### config.mk
export PLATFORM = sky130hd
export DESIGN_NAME = fetch_prefetch_queue
export DESIGN_NICKNAME = d
export VERILOG_FILES = /design/src/rtl/fetch_prefetch_queue.sv
export SDC_FILE = /design/constraint.sdc
export NUM_CORES = 1
export LEC_CHECK = 0
export CAP_MARGIN = 25
export CORE_ASPECT_RATIO = 1.5
export CORE_MARGIN = 2
export CORE_UTILIZATION = 32
export CTS_BUF_LIST = sky130_fd_sc_hd__clkbuf_4 sky130_fd_sc_hd__clkbuf_8 sky130_fd_sc_hd__clkbuf_16
export DETAILED_ROUTE_END_ITERATION = 8
export DONT_BUFFER_PORTS = 1
export PLACE_DENSITY_LB_ADDON = 0.25
export SYNTH_ARGS = -nofsm -noshare
export SYNTH_HDL_FRONTEND = slang
export SYNTH_SLANG_ARGS = --single-unit
### constraint.sdc
create_clock -name clk -period 3.26 [get_ports clk]
set_clock_uncertainty 0.05 [all_clocks]
set_input_delay 0.652 -clock clk [delete_from_list [all_inputs] [get_ports clk]]
set_output_delay 0.652 -clock clk [all_outputs]
set_load 0.1 [all_outputs]
### src/rtl/fetch_prefetch_queue.sv
// Instruction-fetch front end: issues sequential fetch requests, buffers in-order
// responses tagged with their PCs, and presents one instruction per cycle to IF/ID.
module fetch_prefetch_queue #(
    parameter int unsigned     DEPTH    = 4,
    parameter int unsigned     PC_W     = 64,
    parameter int unsigned     INSTR_W  = 32,
    parameter logic [PC_W-1:0] RESET_PC = '0
) (
    input  logic               clk,
    input  logic               rst,
    input  logic               redirect_valid,
    input  logic [PC_W-1:0]    redirect_pc,
    input  logic               stall,
    output logic               imem_req_valid,
    input  logic               imem_req_ready,
    output logic [PC_W-1:0]    imem_req_addr,
    input  logic               imem_rsp_valid,
    input  logic [INSTR_W-1:0] imem_rsp_data,
    output logic               if_valid,
    output logic [INSTR_W-1:0] if_instr,
    output logic [PC_W-1:0]    if_pc
);

    localparam int unsigned PTR_W = $clog2(DEPTH);
    localparam int unsigned CNT_W = PTR_W + 1;
    // In-flight counters cover up to 16*DEPTH-1 requests, i.e. several back-to-back
    // redirects against a slow memory before the old stream has drained.
    localparam int unsigned OUT_W = PTR_W + 4;

    localparam logic [CNT_W-1:0]   FULL_CNT   = CNT_W'(DEPTH);
    localparam logic [INSTR_W-1:0] NOP        = INSTR_W'(32'h0000_0013);
    localparam logic [PC_W-1:0]    ALIGN_MASK = ~PC_W'(3);

    logic [PC_W-1:0]    fetch_pc;
    logic [PC_W-1:0]    slot_pc    [DEPTH];
    logic [INSTR_W-1:0] slot_instr [DEPTH];
    logic [DEPTH-1:0]   slot_filled;
    logic [PTR_W-1:0]   head;
    logic [PTR_W-1:0]   tail;
    logic [PTR_W-1:0]   fill_ptr;
    logic [CNT_W-1:0]   alloc_cnt;
    logic [OUT_W-1:0]   outstanding;
    logic [OUT_W-1:0]   discard;

    logic               req_fire;
    logic               rsp_fire;
    logic               rsp_drop;
    logic               rsp_fill;
    logic               deq_fire;
    logic [CNT_W-1:0]   alloc_nxt;
    logic [OUT_W-1:0]   outstanding_nxt;

    // Request side and IF/ID outputs are pure functions of registered state.
    always_comb begin
        imem_req_valid = !rst && (alloc_cnt < FULL_CNT);
        imem_req_addr  = fetch_pc;
        if_valid       = !rst && (alloc_cnt != '0) && slot_filled[head];
        if_instr       = if_valid ? slot_instr[head] : NOP;
        if_pc          = if_valid ? slot_pc[head] : '0;
    end

    always_comb begin
        req_fire = imem_req_valid && imem_req_ready;
        rsp_fire = imem_rsp_valid && (outstanding != '0);
        rsp_drop = rsp_fire && (discard != '0);
        rsp_fill = rsp_fire && (discard == '0) && !redirect_valid;
        deq_fire = if_valid && !stall && !redirect_valid;
    end

    // NOTE: each next-value starts from a default so no path leaves it unassigned (no latch).
    always_comb begin
        alloc_nxt = alloc_cnt;
        if (req_fire && !deq_fire) begin
            alloc_nxt = alloc_cnt + 1'b1;
        end else if (!req_fire && deq_fire) begin
            alloc_nxt = alloc_cnt - 1'b1;
        end
    end

    always_comb begin
        outstanding_nxt = outstanding;
        if (req_fire && !rsp_fire) begin
            outstanding_nxt = outstanding + 1'b1;
        end else if (!req_fire && rsp_fire) begin
            outstanding_nxt = outstanding - 1'b1;
        end
    end

    // NOTE: non-blocking assignments so every register samples pre-edge values.
    always_ff @(posedge clk) begin
        if (rst) begin
            fetch_pc    <= RESET_PC;
            slot_filled <= '0;
            head        <= '0;
            tail        <= '0;
            fill_ptr    <= '0;
            alloc_cnt   <= '0;
            outstanding <= '0;
            discard     <= '0;
        end else if (redirect_valid) begin
            // Everything still in flight, including a request accepted now,
            // belongs to the old stream and is dropped on return.
            fetch_pc    <= redirect_pc & ALIGN_MASK;
            slot_filled <= '0;
            head        <= '0;
            tail        <= '0;
            fill_ptr    <= '0;
            alloc_cnt   <= '0;
            outstanding <= outstanding_nxt;
            discard     <= outstanding_nxt;
        end else begin
            alloc_cnt   <= alloc_nxt;
            outstanding <= outstanding_nxt;
            if (rsp_drop) begin
                discard <= discard - 1'b1;
            end
            if (deq_fire) begin
                slot_filled[head] <= 1'b0;
                head              <= head + 1'b1;
            end
            if (req_fire) begin
                slot_filled[tail] <= 1'b0;
                tail              <= tail + 1'b1;
                fetch_pc          <= fetch_pc + PC_W'(4);
            end
            if (rsp_fill) begin
                slot_filled[fill_ptr] <= 1'b1;
                fill_ptr              <= fill_ptr + 1'b1;
            end
        end
    end

    // NOTE: slot payload has no reset; slot_filled and alloc_cnt gate every read of it.
    always_ff @(posedge clk) begin
        if (req_fire) begin
            slot_pc[tail] <= fetch_pc;
        end
        if (rsp_fill) begin
            slot_instr[fill_ptr] <= imem_rsp_data;
        end
    end

endmodule

==> results.py, run 1 <==
metrics = {
    "sta": {
        "max_freq_mhz": 317,
        "setup_viol": 0,
        "holdWs_ps": 84.5,
        "setup_tns_ps": 0,
        "period_share_pct": 96.6,
        "finalMaxSlewViolations": 0,
        "rsz0062_at_grt": "no",
        "slew_headroom_pct": 57.2,
        "period_minus_slack_ps": 3150,
        "hold_viol_final": 0,
        "timing.final.ws_setup_ps": 110,
        "worst_slew_pin_slew_ps": 642,
    },
    "place": {
        "hpwl_um": 35300,
        "gp_congestion": 0.765,
        "dp_cells": 2143,
        "port-buffer-count": 0,
        "pre_cts_ws_ps": 243,
    },
    "global_route": {
        "grt_pass1_wl_um": 77800,
        "met1_usage_pct": 19.2,
        "grt_util_met3_pct": 5.37,
        "grt_pass1_vias": 11890,
        "grt_usage_pct": 16.9,
        "antenna_found_initial": 7,
        "grt_max_degree": 94,
        "met2_usage_pct": 30.1,
        "overflow": 0,
        "grt-busiest-layer": "met2",
    },
    "cells_and_area": {
        "nets": 1531,
        "syn2layout_area_growth_pct": 26.7,
        "stdcell_count": 2233,
        "fill_cells": 5483,
        "drive_gt1_share_pct": 27.1,
    },
    "status": {
        "status": "finished clean",
    },
    "hold_path": {
        "worstHoldPathType": "primary input to register",
    },
    "synth": {
        "synthArstFlopShare_pct": 0,
        "netlist_area_um2": 19300,
        "yosysTopAreaCell": "edfxtp_1",
        "syn_area_per_cell_um2": 15.6,
        "netlist_instances": 1237,
        "ys_types": 58,
        "ys_warn_count": 0,
        "ys.flop_type": "edfxtp_1",
        "ys_seq_elements": 465,
        "synth.most_common_cell": "edfxtp_1",
        "synth_area_leaders": "edfxtp_1 (58%), mux4_2 (11%), dfxtp_1 (9.2%)",
        "yosysTopAreaCellShare_pct": 58.4,
        "yosysSeqAreaShare_pct": 67.6,
        "synth_edf_count": 376,
        "synth_common_cells": "edfxtp_1 (376), and2_1 (99), mux4_2 (95)",
    },
    "detailed_routing": {
        "drt_pass1_iterations": 5,
        "post_drt_wl_per_cell_um": 23.7,
        "ant_nets": 0,
        "drtIter0Drc": 535,
        "routed_wl_um": 52900,
        "vias_per_cell": 5.12,
        "drc": 0,
        "vias": 11424,
    },
    "clocking": {
        "ctsHtreeMaxLevel": 2,
        "clockBufferDepth": 3,
        "cts_tree": "yes",
        "path_clk_slew_ps": 70,
        "clock-sinks": 465,
        "cts-root-buf": "clkbuf_16",
        "post_cts_buffers": 0,
        "cts_buffers": 47,
        "worstSkewPairLatency_ps": 590,
    },
    "flow_run": {
        "cap_violations": 0,
    },
    "power_and_ir_drop": {
        "cellPowerDensity_nw_per_um2": 571,
        "power.total_mw": 14.0,
        "ir_drop_mv": 0.398,
        "power.leakage_nw": 8.11,
    },
    "setup_path": {
        "cp.arrival_ps": 2450,
        "crit_path_start_kind": "register",
        "critPathRequiredTime_ps": 2560,
        "worstSetupEndpointType": "primary output",
        "critical_path_class": "register to primary output",
        "worstPathMaxFanout": 46,
    },
    "floorplanning": {
        "core_area_um2": 59900,
        "die_y_um": 305,
        "num_rows": 110,
        "initial_core_util_pct": 32.3,
        "die_area_um2": 62400,
        "die_x_um": 205,
        "ios": 264,
    },
}
## sequential cells by signal, indices dropped and copies added, names as in the netlist, 3 cells and up, named ones only
name           count
discard            6
alloc_cnt          3
imem_req_addr     62
slot_pc          248
slot_filled        4
slot_instr       128
outstanding        6
## worst paths after layout
path                     from                end  slack [ps]  cells past startpoint
setup / recovery      head[0]           if_pc[7]         110                      5
hold / removal            rst  imem_req_addr[27]          80                      1
setup reg to reg      head[0]       alloc_cnt[2]         420                     10
hold reg to reg   fill_ptr[1]        fill_ptr[1]         460                      2
## per-stage QoR
| stage | instance area (um^2) | util (%) |
|---|---|---|
| global route | 24500 | 40.9 |
| finish | 24500 | 40.9 |
| detailed placement | 22800 | 38.1 |
| floorplan | 19300 | - |
| global placement | 22800 | 38.0 |
| CTS | 24500 | 40.9 |
## metal layers
metal | vias to the layer above | part of all wire [%]
met4 | 10 | 2.6
met1 | 5855 | 38
met5 | - | 0.13
met3 | 88 | 7.6
met2 | 319 | 52
li1 | 5152 | -
## repair_timing
| action | CTS | global route |
|---|---|---|
| endpoints found under the setup margin | 86 | 0 |
| hold buffers | 0 | 0 |
| gates resized for setup | 2 | 0 |
## power breakdown
group / switching (mW) / total [mW] / internal, mW / leakage, nW
Clock: 2.32 / 5.67 / 3.34 / 0.821
Sequential: 0.126 / 6.78 / 6.66 / 4.20
Combinational: 1.07 / 1.53 / 0.462 / 3.08
## cells by family after synthesis
group / count (synthesis) / share of synthesized area [%]
xor gates and xnor gates: 40 / 1.81
AOI/OAI and AO/OA: 130 / 4.91
other: 1 / 0.0194
muxes: 100 / 11.3
DFF: 465 / 67.6
adders and majority gates: 20 / 1.33
buffers and inverters: 103 / 2.23
and+or+nand+nor: 378 / 10.7
## critical path, stage by stage, from the launching register on
cell       delay [ps]
dfxtp_2           390
mux4_2            550
o311a_4           170
bufbuf_16         350
and2_1            200
buf_12            170
## layout by cell type, fill, tap and decap left out, types with 9 or more instances in the layout
master     synthesis  final
nand4_1           22     22
or4_1             16     16
or3_1             19     19
and3_1            15     15
nand3_1           27     27
xor2_1            13     13
clkbuf_4           0     23
inv_1             30     29
and2_1            99     95
nor4_1             9      9
ha_1              19     19
nand2_1           53     53
a21oi_1           17     17
edfxtp_1         376    376
o31ai_1           14     14
buf_12             0    104
nor3_1            14     14
clkbuf_16          0     47
buf_4              4     84
xnor2_1           27     27
dfxtp_1           89     86
o21ai_0           18     18
a211oi_1          26     26
mux4_2            95     95
nor2_1            79     78
a311oi_1          22     22
## final cells by class
class | count | area, um^2 | share of cell area [%]
timing repair buffer | 192 | 2800 | 11.5
sequential | 465 | 13100 | 53.4
clock inverter | 16 | 250 | 1.02
tap | 784 | 981 | 4.01
antenna | 1 | 2.50 | 0.0102
inverter | 31 | 124 | 0.506
clock buffer | 72 | 1380 | 5.62
multi-input combinational | 672 | 5860 | 23.9
No activity file was read; power rests on OpenSTA's default activity.
==> run 2, diff against run 1 <==
Settings changed: PLACE_DENSITY set to 0.54, PLACE_DENSITY_LB_ADDON 0.25 to unset, SKIP_LAST_GASP set to 1.
==> run 2 against run 1 <==
Net effect:
- register-to-register slack improved by 20 ps
- clock-buffer cell count is 9 lower
- critical endpoint is now if_pc[53]
- critical path type unchanged
- global-route usage down 0.35 points
- highest routed layer unchanged
- sequential share of layout area rose by 0.16 points
==> results.py, run 2 (synthesis gave the netlist of run 1 again) <==
metrics = {
    "place": {
        "hpwl_um": 35200,
        "gp_congestion": 0.764,
        "place_area_um2": 22800,
        "dp_cells": 2149,
        "port-buffer-count": 0,
    },
    "setup_path": {
        "rrSetupSlack_ps": 440,
        "cp.arrival_ps": 2440,
        "critPathRequiredTime_ps": 2560,
        "worstSetupEndpointType": "primary output",
        "endpoint": "if_pc[53]",
        "startpoint": "head[0]",
        "crit_path_start_kind": "register",
        "r2r-start": "alloc_cnt[2]",
        "r2r-end": "imem_req_addr[55]",
        "critical_path_class": "register to primary output",
        "timing.reg2reg.worst_path_depth": 7,
        "worstPathMaxFanout": 95,
    },
    "detailed_routing": {
        "drc": 0,
        "vias": 11394,
        "ant_nets": 0,
        "post_drt_wl_per_cell_um": 23.1,
        "vias_per_cell": 5.08,
        "drtIter0Drc": 563,
        "drt_pass1_iterations": 7,
        "routed_wl_um": 51800,
    },
    "clocking": {
        "clock-sinks": 465,
        "ctsHtreeMaxLevel": 2,
        "cts_buffers": 46,
        "cts_tree": "yes",
        "holdBufCountCts": 0,
        "cts-root-buf": "clkbuf_16",
        "worstSkewPairLatency_ps": 590,
        "path_clk_slew_ps": 60,
        "clockBufferDepth": 3,
    },
    "cells_and_area": {
        "drive_gt1_share_pct": 27.1,
        "syn2layout_area_growth_pct": 26.3,
        "final_area_um2": 24400,
        "nets": 1535,
        "largest_register_ffs": 248,
        "final_cell_mix": "edfxtp_1 (376), buf_12 (104), mux4_2 (95), and2_1 (95), buf_4 (91)",
        "final_common_cell": "edfxtp_1",
        "stdcell_count": 2242,
        "largest-register": "slot_pc",
    },
    "floorplanning": {
        "die_area_um2": 62400,
        "die_x_um": 205,
        "core_area_um2": 59900,
        "die_y_um": 305,
        "initial_core_util_pct": 32.3,
        "ios": 264,
        "num_rows": 110,
    },
    "sta": {
        "rsz0062_at_grt": "no",
        "setup_viol": 0,
        "period_share_pct": 96.3,
        "worst_slew_pin_slew_ps": 623,
        "max_freq_mhz": 319,
        "hold_viol_final": 0,
        "setup_tns_ps": 0,
        "finalMaxSlewViolations": 0,
        "slew_headroom_pct": 58.5,
        "period_minus_slack_ps": 3140,
    },
    "power_and_ir_drop": {
        "cellPowerDensity_nw_per_um2": 561,
        "ir_drop_mv": 0.455,
        "power.leakage_nw": 8.06,
    },
    "status": {
        "status": "finished clean",
    },
    "flow_run": {
        "cap_violations": 0,
    },
    "global_route": {
        "grt_usage_pct": 16.6,
        "grt_max_degree": 96,
        "antenna_found_initial": 15,
        "grt_pass1_vias": 11835,
        "grt_pass1_wl_um": 76700,
        "overflow": 0,
    },
    "hold_path": {
        "worstHoldPathType": "primary input to register",
    },
}
run 2: cell types whose count changed in the layout (fill, tap and decap cells not counted), sizes merged:
cell,change
buf,+6
clkinvlp,+2
diode,+6
clkinv,+7
bufbuf,-1
clkbuf,-9
bufinv,-2
run 2: worst min path at each step:
stage                 from               end  slack [ps]  cells past startpoint
6_report               rst  imem_req_addr[5]         100                      1
5_1_grt                rst  imem_req_addr[6]          60                      1
4_1_cts                rst  imem_req_addr[4]          50                      1
3_5_place_dp       tail[1]           tail[1]         440                      2
3_3_place_gp       tail[1]           tail[1]         440                      2
2_1_floorplan  fill_ptr[1]       fill_ptr[1]         420                      2
run 2: critical path, stage by stage, from the launching register on:
cell     delay (ps)
dfxtp_2         380
mux4_2          540
o311a_4         150
buf_12          210
and2_1          280
buf_12          180
run 2: repair_timing:
item / in CTS / in global routing
buffers inserted: 0 / 0
gates cloned: 0 / 0
gates resized for setup: 3 / 1
endpoints found under the setup margin: 95 / 25
run 2: cell type report:
type | instances | area [um^2]
multi-input combinational | 672 | 5860
clock buffer | 63 | 1320
inverter | 31 | 124
fill | 5450 | 35500
sequential | 465 | 13100
clock inverter | 23 | 229
antenna | 7 | 17.5
tap | 784 | 981
timing repair buffer | 197 | 2800
run 2: metrics by stage:
step                      utilization, %  hold WS (ps)  total power [mW]  setup WS [ps]
after floorplan                        -           419              8.05            128
after detailed placement            38.1           442              8.43            224
after CTS                           40.7          54.2              13.9           63.4
final                               40.8          98.5              13.7            121
after global routing                40.8          62.0              14.2           27.1
after global placement              38.1           436              8.39            216
run 2: power breakdown:
group | internal, mW | total (mW) | switching, mW
combinational | 0.453 | 1.51 | 1.05
sequential | 6.66 | 6.78 | 0.129
clock | 3.09 | 5.39 | 2.30
run 2: per-layer routing:
metal	GRT usage [%]	wire, um	up-vias
met4	6.29	1620	14
met1	18.8	19400	5789
met5	0	92	-
met3	5.57	4320	89
met2	28.5	26400	330
li1	-	-	5172
==> run 3, diff against run 2 <==
Settings changed: REMOVE_ABC_BUFFERS set to 1.
==> run 3 against run 2 <==
Net effect:
- clock-buffer cell count fell by 6
- non-clock buffer count fell by 2
- design area rose by 0.75%
- clock power rose by 11%
- highest routed layer is now met4
- setup slack improved by 5.4 ps
- register-to-register slack improved by 30 ps
- sequential share of layout area fell by 0.40 points
- worst hold slack improved by 1.5 ps
- die area did not move
- fmax rose by 0.17%
- largest cell class unchanged
- sequential cell count did not move
==> results.py, run 3 (synthesis gave the netlist of run 1 again) <==
metrics = {
    "status": {
        "status": "finished clean",
    },
    "sta": {
        "period_minus_slack_ps": 3130,
        "period_share_pct": 96.1,
        "timing.final.ws_setup_ps": 127,
        "rsz0062_at_grt": "no",
        "max_freq_mhz": 319,
        "finalMaxSlewViolations": 0,
        "setup_viol": 0,
        "hold_viol_final": 0,
        "worst_slew_pin_slew_ps": 871,
        "slew_headroom_pct": 41.4,
    },
    "power_and_ir_drop": {
        "cellPowerDensity_nw_per_um2": 580,
        "power.leakage_nw": 8.14,
        "power.total_mw": 14.3,
        "ir_drop_mv": 0.452,
    },
    "hold_path": {
        "worstHoldPathCells": 0,
        "worstHoldPathType": "primary input to register",
        "holdPathEnd": "slot_instr[0][13]",
        "hp-start": "imem_rsp_data[13]",
    },
    "cells_and_area": {
        "final_cell_mix": "edfxtp_1 (376), buf_12 (105), mux4_2 (95)",
        "seq_area_um2": 13100,
        "nets": 1533,
        "drive_gt1_share_pct": 27.3,
        "final_common_cell": "edfxtp_1",
        "syn2layout_area_growth_pct": 27.2,
        "multiInputGateArea_um2": 5860,
        "fill_cells": 5443,
        "largest_register_ffs": 248,
        "stdcell_count": 2234,
        "largest-register": "slot_pc",
    },
    "clocking": {
        "clock-sinks": 465,
        "cts_tree": "yes",
        "ctsHtreeMaxLevel": 2,
        "holdBufCountCts": 0,
        "cts-root-buf": "clkbuf_16",
        "clockBufferDepth": 3,
        "worstSkewPairLatency_ps": 610,
        "path_clk_slew_ps": 70,
        "cts_buffers": 46,
    },
    "place": {
        "dp_cells": 2143,
        "port-buffer-count": 0,
        "gp_congestion": 0.812,
        "hpwl_um": 35500,
        "pre_cts_ws_ps": 165,
    },
    "detailed_routing": {
        "routed_wl_um": 52200,
        "vias": 11568,
        "post_drt_wl_per_cell_um": 23.4,
        "vias_per_cell": 5.18,
        "ant_nets": 0,
        "drc": 0,
        "drtIter0Drc": 603,
        "drt_pass1_iterations": 5,
    },
    "floorplanning": {
        "die_y_um": 305,
        "initial_core_util_pct": 32.3,
        "die_area_um2": 62400,
        "ios": 264,
        "die_x_um": 205,
        "num_rows": 110,
        "core_area_um2": 59900,
    },
    "setup_path": {
        "worstSetupEndpointType": "primary output",
        "timing.reg2reg.worst_path_depth": 10,
        "r2r-end": "alloc_cnt[2]",
        "cp.arrival_ps": 2430,
        "r2r-start": "head[0]",
        "worstPathMaxFanout": 95,
        "critPathRequiredTime_ps": 2560,
        "critical_path_class": "register to primary output",
        "crit_path_start_kind": "register",
        "rrSetupSlack_ps": 470,
    },
    "global_route": {
        "overflow": 0,
        "grt_pass1_vias": 12177,
        "grt_pass1_wl_um": 78700,
        "grt_max_degree": 96,
        "grt_usage_pct": 16.9,
        "antenna_found_initial": 3,
    },
    "flow_run": {
        "cap_violations": 0,
    },
}
==> run 3: changes by cell type in the layout (fill, tap and decap cells not counted), sizes merged <==
cell,delta
bufinv,+8
clkbuf,-6
diode,-6
buf,-2
clkinvlp,-1
inv,-1
==> run 3: metrics by stage <==
step	setup TNS, ps	hold WS [ps]	utilization (%)	cell area (um^2)
after global routing	0	63.9	41.1	24600
after global placement	0	429	38.0	22800
after floorplan	-337600	419	-	19000
final	0	100	41.1	24600
after CTS	-3.69	59.8	41.0	24600
after detailed placement	0	446	38.1	22800
==> run 3: worst max-delay path by stage <==
stage | start | end | slack, ps
6_report | head[0] | if_pc[8] | 130
2_1_floorplan | register | if_instr[0] | -2680
4_1_cts | head[0] | if_pc[8] | -4
3_3_place_gp | rst | imem_req_addr[55] | 210
3_5_place_dp | rst | imem_req_addr[55] | 160
5_1_grt | head[0] | if_pc[8] | 20
==> run 3: worst max-delay path: stages, from the launching register on <==
cell and delay (ps):
dfxtp_2 380, mux4_2 550, o311a_4 160, buf_16 260, and2_2 280, buf_12 170
==> run 3: cell type report <==
cell class              instances  share of cell area, %
diodes                          1                 0.0102
clock buffers                  57                   5.07
clock inverters                29                   1.94
inverters                      31                  0.504
multi-input cells             672                   23.8
flip-flops and latches        465                   53.2
well taps                     784                   3.99
repair buffers                195                   11.5
==> run 3: metal layers <==
layer	global-route usage (%)	part of all wire (%)	vias to the layer above
met1	19.0	37	5992
met5	0	0	-
met4	4.75	2.0	0
met3	5.26	7.9	63
li1	-	-	5159
met2	30.4	53	354
==> run 3: repair_timing <==
action	4_1_cts	5_1_grt
resized for setup	0	3
endpoints found under the setup margin	10	26
cloned	0	0
buffers inserted	4	0
==> run 3: report_power, final <==
part | switching [mW] | total, mW | internal [mW]
Sequential | 0.133 | 6.79 | 6.66
Combinational | 1.06 | 1.51 | 0.451
Clock | 2.34 | 5.96 | 3.62
Total | 3.53 | 14.3 | 10.7
